<file path="config.mk">
export PLATFORM = sky130hd
export DESIGN_NAME = pacman_move_ctrl
export DESIGN_NICKNAME = d
export VERILOG_FILES = /design/src/rtl/pacman_pkg.sv /design/src/rtl/pacman_step_tick.sv /design/src/rtl/pacman_move_ctrl.sv
export SDC_FILE = /design/constraint.sdc
export NUM_CORES = 1
export LEC_CHECK = 0
export BUFFER_PORTS_ARGS = -buffer_cell sky130_fd_sc_hd__buf_2
export CAP_MARGIN = 20
export CORE_ASPECT_RATIO = 0.6
export CORE_UTILIZATION = 30
export DETAILED_ROUTE_END_ITERATION = 8
export GPL_TIMING_DRIVEN = 0
export PLACE_DENSITY_LB_ADDON = 0.3
export SLEW_MARGIN = 25
export SYNTH_ARGS = -nofsm -noshare
export SYNTH_HDL_FRONTEND = slang
export SYNTH_HIERARCHICAL = 1
export SYNTH_SLANG_ARGS = --single-unit
</file>
<file path="constraint.sdc">
create_clock -name clk -period 4.2 [get_ports clk]
set_input_delay 0.84 -clock clk [delete_from_list [all_inputs] [get_ports clk]]
set_output_delay 0.84 -clock clk [all_outputs]
set_load 0.01 [all_outputs]
</file>
<file path="src/rtl/pacman_pkg.sv">
// Shared types for the Pac-Man movement controller: headings, FSM state codes,
// and the neighbour-tile helper that handles maze edges and optional wrap.
package pacman_pkg;

    localparam int TILE_W = 5;

    typedef enum logic [1:0] {
        RIGHT = 2'd0,
        LEFT  = 2'd1,
        UP    = 2'd2,
        DOWN  = 2'd3
    } dir_t;

    typedef logic [1:0] state_t;
    localparam state_t S_IDLE   = 2'd0;
    localparam state_t S_Q_PEND = 2'd1;
    localparam state_t S_Q_CUR  = 2'd2;
    localparam state_t S_STEP   = 2'd3;

    typedef struct packed {
        logic              valid;
        logic [TILE_W-1:0] x;
        logic [TILE_W-1:0] y;
    } tile_t;

    // valid=0 means the neighbour lies outside the maze and is treated as a wall.
    function automatic tile_t neighbour(
        input logic [TILE_W-1:0] x,
        input logic [TILE_W-1:0] y,
        input dir_t              dir,
        input logic [TILE_W-1:0] x_max,
        input logic [TILE_W-1:0] y_max,
        input logic              tunnel
    );
        tile_t t;
        t.valid = 1'b1;
        t.x     = x;
        t.y     = y;
        case (dir)
            RIGHT: begin
                if (x == x_max) begin
                    t.x     = '0;
                    t.valid = tunnel;
                end else begin
                    t.x = x + 1'b1;
                end
            end
            LEFT: begin
                if (x == '0) begin
                    t.x     = x_max;
                    t.valid = tunnel;
                end else begin
                    t.x = x - 1'b1;
                end
            end
            UP: begin
                if (y == '0) t.valid = 1'b0;
                else         t.y = y - 1'b1;
            end
            default: begin
                if (y == y_max) t.valid = 1'b0;
                else            t.y = y + 1'b1;
            end
        endcase
        return t;
    endfunction

endpackage

</file>
<file path="src/rtl/pacman_step_tick.sv">
// Movement step timer: counts enabled clocks and pulses o_tick for one cycle
// every TICK_DIV enabled cycles.
module pacman_step_tick #(
    parameter int TICK_DIV = 1666666
) (
    input  logic clk,
    input  logic rst_n,
    input  logic i_enable,
    output logic o_tick
);

    localparam int CW = $clog2(TICK_DIV);
    localparam logic [CW-1:0] CNT_MAX = CW'(TICK_DIV - 1);

    logic [CW-1:0] r_cnt;
    logic          r_tick;

    always_ff @(posedge clk or negedge rst_n) begin
        if (!rst_n) begin
            r_cnt  <= '0;
            r_tick <= 1'b0;
        end else if (i_enable) begin
            if (r_cnt == CNT_MAX) begin
                r_cnt  <= '0;
                r_tick <= 1'b1;
            end else begin
                r_cnt  <= r_cnt + 1'b1;
                r_tick <= 1'b0;
            end
        end else begin
            r_tick <= 1'b0;
        end
    end

    assign o_tick = r_tick;

endmodule

</file>
<file path="src/rtl/pacman_move_ctrl.sv">
// Pac-Man tile movement sequencer: buffers turn requests, queries the maze wall
// lookup per step and updates the tile position. Define PACMAN_MOVE_TUNNEL_EN for horizontal wrap.
module pacman_move_ctrl
    import pacman_pkg::*;
#(
    parameter int TICK_DIV = 1666666,
    parameter int MAZE_W   = 28,
    parameter int MAZE_H   = 31,
    parameter int START_X  = 13,
    parameter int START_Y  = 23
) (
    input  logic              clk,
    input  logic              rst_n,
    input  logic              i_enable,
    input  logic              i_move_up,
    input  logic              i_move_down,
    input  logic              i_move_left,
    input  logic              i_move_right,
    output logic              o_wall_req,
    output logic [TILE_W-1:0] o_wall_x,
    output logic [TILE_W-1:0] o_wall_y,
    input  logic              i_wall_ack,
    input  logic              i_wall_is_wall,
    output logic [TILE_W-1:0] o_pac_x,
    output logic [TILE_W-1:0] o_pac_y,
    output logic [1:0]        o_pac_dir,
    output logic              o_moving,
    output logic              o_step_done
);

`ifdef PACMAN_MOVE_TUNNEL_EN
    localparam logic TUNNEL = 1'b1;
`else
    localparam logic TUNNEL = 1'b0;
`endif

    localparam logic [TILE_W-1:0] X_MAX   = TILE_W'(MAZE_W - 1);
    localparam logic [TILE_W-1:0] Y_MAX   = TILE_W'(MAZE_H - 1);
    localparam logic [TILE_W-1:0] X_START = TILE_W'(START_X);
    localparam logic [TILE_W-1:0] Y_START = TILE_W'(START_Y);

    state_t            r_state;
    logic [TILE_W-1:0] r_pac_x, r_pac_y;
    dir_t              r_pac_dir, r_pend_dir, r_q_dir;
    logic              r_moving, r_pend_valid, r_tick_pend;
    logic              r_wall_req, r_step_done;
    logic [TILE_W-1:0] r_wall_x, r_wall_y;

    logic  w_tick, w_tick_any, w_key_any, w_decide, w_blocked;
    dir_t  w_key_dir, w_q_dir;
    tile_t w_nb;

    pacman_step_tick #(.TICK_DIV(TICK_DIV)) u_tick (
        .clk      (clk),
        .rst_n    (rst_n),
        .i_enable (i_enable),
        .o_tick   (w_tick)
    );

    always_comb begin
        w_key_dir = RIGHT;
        if (i_move_up)        w_key_dir = UP;
        else if (i_move_down) w_key_dir = DOWN;
        else if (i_move_left) w_key_dir = LEFT;
    end

    assign w_key_any  = i_move_up | i_move_down | i_move_left | i_move_right;
    assign w_tick_any = w_tick | r_tick_pend;
    assign w_q_dir    = (r_state == S_Q_PEND) ? r_pend_dir : r_pac_dir;
    assign w_nb       = neighbour(r_pac_x, r_pac_y, w_q_dir, X_MAX, Y_MAX, TUNNEL);

    // A query state resolves either at once (off-maze target) or on the ack.
    assign w_decide  = r_wall_req ? i_wall_ack : ~w_nb.valid;
    assign w_blocked = ~r_wall_req | i_wall_is_wall;

    always_ff @(posedge clk or negedge rst_n) begin
        if (!rst_n) begin
            r_state      <= S_IDLE;
            r_pac_x      <= X_START;
            r_pac_y      <= Y_START;
            r_pac_dir    <= LEFT;
            r_pend_dir   <= LEFT;
            r_q_dir      <= LEFT;
            r_moving     <= 1'b0;
            r_pend_valid <= 1'b0;
            r_tick_pend  <= 1'b0;
            r_wall_req   <= 1'b0;
            r_wall_x     <= '0;
            r_wall_y     <= '0;
            r_step_done  <= 1'b0;
        end else begin
            r_step_done <= 1'b0;
            if (w_tick && (r_state != S_IDLE)) r_tick_pend <= 1'b1;
            case (r_state)
                S_IDLE: begin
                    if (w_tick_any) begin
                        r_tick_pend <= 1'b0;
                        if (r_pend_valid)  r_state <= S_Q_PEND;
                        else if (r_moving) r_state <= S_Q_CUR;
                    end
                end
                S_Q_PEND, S_Q_CUR: begin
                    if (!r_wall_req && w_nb.valid) begin
                        r_wall_req <= 1'b1;
                        r_wall_x   <= w_nb.x;
                        r_wall_y   <= w_nb.y;
                        r_q_dir    <= w_q_dir;
                    end
                    if (r_wall_req && i_wall_ack) r_wall_req <= 1'b0;
                    if (w_decide) begin
                        if (w_blocked) begin
                            if (r_state == S_Q_PEND) begin
                                r_state <= r_moving ? S_Q_CUR : S_IDLE;
                            end else begin
                                r_moving <= 1'b0;
                                r_state  <= S_IDLE;
                            end
                        end else begin
                            if (r_state == S_Q_PEND) begin
                                r_pac_dir    <= r_q_dir;
                                r_pend_valid <= 1'b0;
                                r_moving     <= 1'b1;
                            end
                            r_state <= S_STEP;
                        end
                    end
                end
                default: begin
                    // The last queried tile is the destination of this step.
                    r_pac_x     <= r_wall_x;
                    r_pac_y     <= r_wall_y;
                    r_step_done <= 1'b1;
                    r_state     <= S_IDLE;
                end
            endcase
            // A fresh key press always wins over clearing the taken request.
            if (w_key_any) begin
                r_pend_dir   <= w_key_dir;
                r_pend_valid <= 1'b1;
            end
        end
    end

    assign o_wall_req  = r_wall_req;
    assign o_wall_x    = r_wall_x;
    assign o_wall_y    = r_wall_y;
    assign o_pac_x     = r_pac_x;
    assign o_pac_y     = r_pac_y;
    assign o_pac_dir   = r_pac_dir;
    assign o_moving    = r_moving;
    assign o_step_done = r_step_done;

endmodule
</file>
# Word-level counts from Yosys, hierarchy flattened
# Cells that the tools add are included.
dict set report word_totals {
  reg_bits 55
  latchBits 0
  mem_bits_rw 0
  rom_bits 0
  in_bits 9
  output_inout_bits 25
  wordCells 104
  n_memories 0
}
dict set report op_classes {
  addsub 5
  mul 0
  n_div 0
  magnitude_cmp 0
  n_eq_ne 12
  shift 0
  mux 41
  bitwise_logic 8
  n_reduce_logical 23
}
# cell count
set op_table {}
lappend op_table {{$mux W1} 22}
lappend op_table {{$add A21 B1 Y21 const B} 1}
lappend op_table {{$eq A21 B21 Y1 const B} 1}
lappend op_table {{$mux W21} 1}
lappend op_table {{$mux W2} 10}
lappend op_table {{$mux W5} 4}
lappend op_table {{$pmux W5 S2} 2}
lappend op_table {{$reduce_and A4 Y1} 3}
lappend op_table {{$reduce_bool A2 Y1} 6}
lappend op_table {{$add A5 B1 Y5 const B} 2}
lappend op_table {{$eq A5 B5 Y1 const B} 2}
lappend op_table {{$logic_not A5 Y1} 2}
lappend op_table {{$sub A5 B1 Y5 const B} 2}
lappend op_table {{$ne A2 B2 Y1 const B} 4}
lappend op_table {{$or A1 B1 Y1} 5}
lappend op_table {{$eq A2 B1 Y1 const B} 2}
lappend op_table {{$eq A2 B2 Y1 const B} 2}
lappend op_table {{$logic_not A2 Y1} 2}
lappend op_table {{$pmux W2 S2} 1}
lappend op_table {{$reduce_and A2 Y1} 2}
lappend op_table {{$reduce_or A2 Y1} 2}
lappend op_table {{$logic_and A1 B1 Y1} 3}
lappend op_table {{$ne A3 B3 Y1 const B} 1}
lappend op_table {{$not A1 Y1} 3}
lappend op_table {{other kinds (4)} 4}

# Depth between registers and ports, before layout
dict set report depth {
  word_depth 9
  depth_mapped 10
  ltp_nobuf 7
}

# Cells and area by module
# The synthesis kept the hierarchy.
# mod instances cells_per_inst area_each_um2 seq_area_each_um2
set by_module_without_submodules {}
lappend by_module_without_submodules {pacman_move_ctrl 1 201 1961.9 838.3}
lappend by_module_without_submodules {pacman_step_tick 1 126 1206.2 550.5}

# Least setup slack after synthesis
# OpenSTA, ideal clock, no wires.
dict set report synth_timing {
  path_type {register to register}
  startpoint {register r_state[0]}
  endpoint {register r_wall_x[0] (netlist: o_wall_x[0])}
  setup_time_ns 0.125
  t_arrival_ns 2.100
  required_ns 4.075
  setup_slack_ns 1.975
  stages_incl_launch_ff 8
  path_buffers 1
  synth_period_minus_slack_ns 2.225
  path_cell_list {dfrtp_1 -> ha_1 -> buf_4 -> mux2i_2 -> or4_4 -> o2bb2ai_2 -> nand2_2 -> mux2_2}
}
dict set report synth_via {
  elab_chain_len 6
  word_cells_on_any_way 11
  classes_between {eq/ne (4); mux (3); reduce/logical (4)}
}
# item line
set synth_lines {}
lappend synth_lines {{from (decl)} pacman_move_ctrl.sv:42} ;# state_t r_state;
lappend synth_lines {{from (signal assigned)} pacman_move_ctrl.sv:113} ;# r_state <= r_moving ? S_Q_CUR : S_IDLE;
lappend synth_lines {{$eq A2 B1 Y1} {pacman_move_ctrl.sv:69, pacman_move_ctrl.sv:94}}
lappend synth_lines {{$mux W2} pacman_move_ctrl.sv:69} ;# assign w_q_dir = (r_state == S_Q_PEND) ? r_pend_dir : r_pac_dir;
lappend synth_lines {{$eq A2 B2 Y1, or another cell as far along} pacman_pkg.sv:39} ;# case (dir)
lappend synth_lines {{$pmux W1 S3} pacman_pkg.sv:39}
lappend synth_lines {{$logic_and A1 B1 Y1} pacman_move_ctrl.sv:103} ;# if (!r_wall_req && w_nb.valid) begin
lappend synth_lines {{$reduce_and A2 Y1 (no source line)} -}
lappend synth_lines {{to (signal assigned)} pacman_move_ctrl.sv:105} ;# r_wall_x <= w_nb.x;
lappend synth_lines {{to (decl)} pacman_move_ctrl.sv:47} ;# logic [TILE_W-1:0] r_wall_x, r_wall_y;
# Parallel ways exist; a longest one is shown, timed or not.
# A chain may end at the register's enable or synchronous reset.

# Final worst setup path
dict set report layout_timing {
  startpoint {register r_pac_y[0] (netlist: o_pac_y[0])}
  endpoint {register r_wall_y[1] (netlist: o_wall_y[1])}
}
dict set report layout_via {
  elab_chain_len 5
  word_cells_on_any_way 12
  classes_between {add/sub (2); eq/ne (1); mux (6); reduce/logical (3)}
}
# item line
set layout_lines {}
lappend layout_lines {{from (decl)} pacman_move_ctrl.sv:43} ;# logic [TILE_W-1:0] r_pac_x, r_pac_y;
lappend layout_lines {{from (signal assigned)} pacman_move_ctrl.sv:131} ;# r_pac_y <= r_wall_y;
lappend layout_lines {{branches (longest 5 deep; another with $add A5 B1 Y5)} -}
lappend layout_lines {{to (signal assigned)} pacman_move_ctrl.sv:106} ;# r_wall_y <= w_nb.y;
lappend layout_lines {{to (decl)} pacman_move_ctrl.sv:47}
# Parallel ways; which one is timed is not known.

==> results_dict.tcl <==
set metrics [dict create \
    status "finished, final reports clean" \
    netlist_top_cells_count "45 x dfrtp_1, 36 x nand2_1, 28 x o21ai_0" \
    cts-root-buf "clkbuf_16" \
    synth_ff_type "dfrtp_1" \
    pre_cts_slack_ns 1.58 \
    required_ns 4.39 \
    io-pin-count 34 \
    switching_share 0.419 \
    hold_buffers 0 \
    fin_skew_ns 0.00552 \
    holdCritPathClass "flip-flop to flip-flop" \
    report.final.slew_viol_count 0 \
    relSlewSlack 0.510 \
    cts.sinks 55 \
    worst_slew_pin_slew_ns 0.728 \
    synth_top_area_cell "dfrtp_1" \
    start_util 0.315 \
    hold_viol 0 \
    finalSetupViolations 0 \
    layout-drive-gt1-share 0.245 \
    syn_inst 327 \
    synth.distinct_cells 59 \
    wl_mm 8.00 \
    syn_avg_cell_area_sq_um 9.69 \
    fin_crit_sh 0.632 \
    grt_util_met2 0.183 \
    ys_seq_area_frac 0.438 \
    rows 28 \
    coreArea_sq_mm 0.0101 \
    vias_per_cell 5.21 \
    yosysMostFrequentCell "dfrtp_1" \
    irDropWorstVdd_v 0.000279 \
    internal_power_mw 1.48 \
    grt-ovfl-total 0 \
    synth_edf_count 0 \
    grt_first_pass_wirelength_mm 12.9 \
    combPwrFrac 0.479 \
    gr-usage-met1 0.252 \
    cts_tree "yes" \
    clk_latency_ns 0.30 \
    diodes 0 \
    clkPwrFrac 0.177 \
    cts_made_buffers 5 \
    synth_seq_cells 55 \
    netlist_area_sq_mm 0.00317 \
    grt_use_total 0.154 \
    worst_slack_ns 1.55 \
    top_usage_layer "met1" \
    dp.cells 495 \
    finalCriticalPeriod_ns 2.65 \
    p_seq_frac 0.344 \
    numPortBuffers 33 \
    die-height_um 81.6 \
    path_clk_slew_ns 0.07 \
    stdcell_count 503 \
    drt_iter0_drc 215 \
    antenna_found_initial 0 \
    finalPower_mw 2.54 \
    drt-pass1-iter-count 4 \
    powerDensity_mw_per_mm2 693 \
    criticalPathCategory "flip-flop to flip-flop" \
    die_area_sq_mm 0.0110 \
    async_flop_share 1.00 \
    setup_tns_ns 0 \
    met3_usage 0.0389 \
    cap_violations 0 \
    htreeDepth 2 \
    gp_congestion 0.836 \
    switchingPower_mw 1.06 \
    startpoint_type "flip-flop" \
    cts_setup_buffers 0 \
    fillers 1021 \
    area_growth_pct 15.6 \
    arrival_ns 2.84 \
    post_cts_resized 0 \
    ant_nets 0 \
    fmax_mhz 377 \
    p_leak_nw 1.60 \
    grt_max_degree 56 \
    rsz0062_at_grt "false" \
    synth_top_area_frac 0.355 \
    syn_nets 347 \
    crit_path_max_fanout 10 \
    clk_path_buf_depth 2 \
    grt_pass1_vias 2389 \
    critPathCaptureType "flip-flop" \
    wl_per_cell_um 15.9 \
    die_w_um 135 \
    nets 387 \
    yosysWarnings 6 \
    drcViolationCount 0 \
    vias 2622 \
    dpl.hpwl_mm 5.89 \
    synth_area_leaders "dfrtp_1 36%, dfstp_2 8.3%, mux2_2 6.4%" \
]
[cells by family (layout without fill, tap and decap cells)]
logic type                 after synthesis  count (layout)  synth area share
adders and majority gates               11              11            0.0434
DFF                                     55              55             0.438
muxes                                   24              24            0.0861
and+or+nand+nor                        132             132             0.233
xor gates and xnor gates                12              12            0.0332
AOI/OAI and AO/OA                       70              70             0.134
buffers and inverters                   23              64            0.0320
[layout make-up]
| class | instances | area [sq um] | share of cell area |
|---|---|---|---|
| clock buffer | 8 | 156 | 0.0427 |
| tap | 135 | 169 | 0.0461 |
| timing repair buffer | 33 | 168 | 0.0458 |
| buffer | 10 | 52.6 | 0.0144 |
| multi-input combinational | 249 | 1680 | 0.458 |
| sequential | 55 | 1390 | 0.379 |
| inverter | 13 | 48.8 | 0.0133 |
[worst max-delay path, stage by stage (launching register included)]
cell	delay, ns
dfstp_2	0.43
inv_1	0.19
ha_1	0.28
or4b_4	0.51
mux2i_2	0.31
o2bb2ai_2	0.16
nand2_2	0.29
mux2_2	0.37
[cells in the final DEF, fill, tap and decap left out, types with 6 or more instances in the layout]
| cell | instances |
|---|---|
| dfstp_2 | 10 |
| nand3_1 | 12 |
| nand4_1 | 7 |
| xnor2_1 | 6 |
| nor3_1 | 8 |
| a21oi_1 | 15 |
| nand2b_1 | 7 |
| dfrtp_1 | 45 |
| o21ai_0 | 28 |
| buf_2 | 35 |
| nor2_1 | 22 |
| inv_1 | 12 |
| ha_1 | 11 |
| mux2_2 | 18 |
| nand2_1 | 36 |
| xor2_1 | 6 |
[sequential cells by signal, summed over array words and instances, names as in the netlist]
name           cells
o_step_done        1
u_tick/r_cnt      21
o_pac_x            5
o_pac_y            5
r_q_dir            2
r_pend_valid       1
r_pend_dir         2
o_pac_dir          2
r_tick_pend        1
o_wall_x           5
r_state            2
o_wall_y           5
o_wall_req         1
u_tick/o_tick      1
o_moving           1
[power groups by stage]
stage	Combinational, mW	Clock, mW	Sequential, mW
floorplan	0.819	0	0.880
global placement	1.17	0	0.872
detailed placement	1.20	0	0.878
CTS	1.20	0.466	0.868
global route	1.34	0.489	0.899
finish	1.21	0.450	0.873
[per-layer routing]
layer	share of wire	wire [um]
met5	0	0
met4	0.015	121
met3	0.056	449
met2	0.36	2860
met1	0.57	4580
[final timing paths]
path | startpoint | slack, ns | depth (start not counted) | end
hold / removal | r_q_dir[1] | 0.48 | 1 | r_q_dir[1]
hold reg to reg | r_q_dir[1] | 0.48 | 1 | r_q_dir[1]
min in group asynchronous | rst_n | 0.58 | 1 | o_pac_dir[1]
setup reg to reg | o_pac_y[0] | 1.55 | 7 | o_wall_y[1]
max in group asynchronous | rst_n | 3.13 | 1 | u_tick/r_cnt[7]
setup / recovery | o_pac_y[0] | 1.55 | 7 | o_wall_y[1]
[through the flow]
step | instance area, sq um | utilization | hold slack, ns
CTS | 3660 | 0.364 | 0.486
global placement | 3500 | 0.348 | 0.459
global route | 3660 | 0.364 | 0.508
floorplan | 3170 | - | 0.445
detailed placement | 3500 | 0.349 | 0.470
finish | 3660 | 0.364 | 0.480
(Power assumes the default switching activity.)
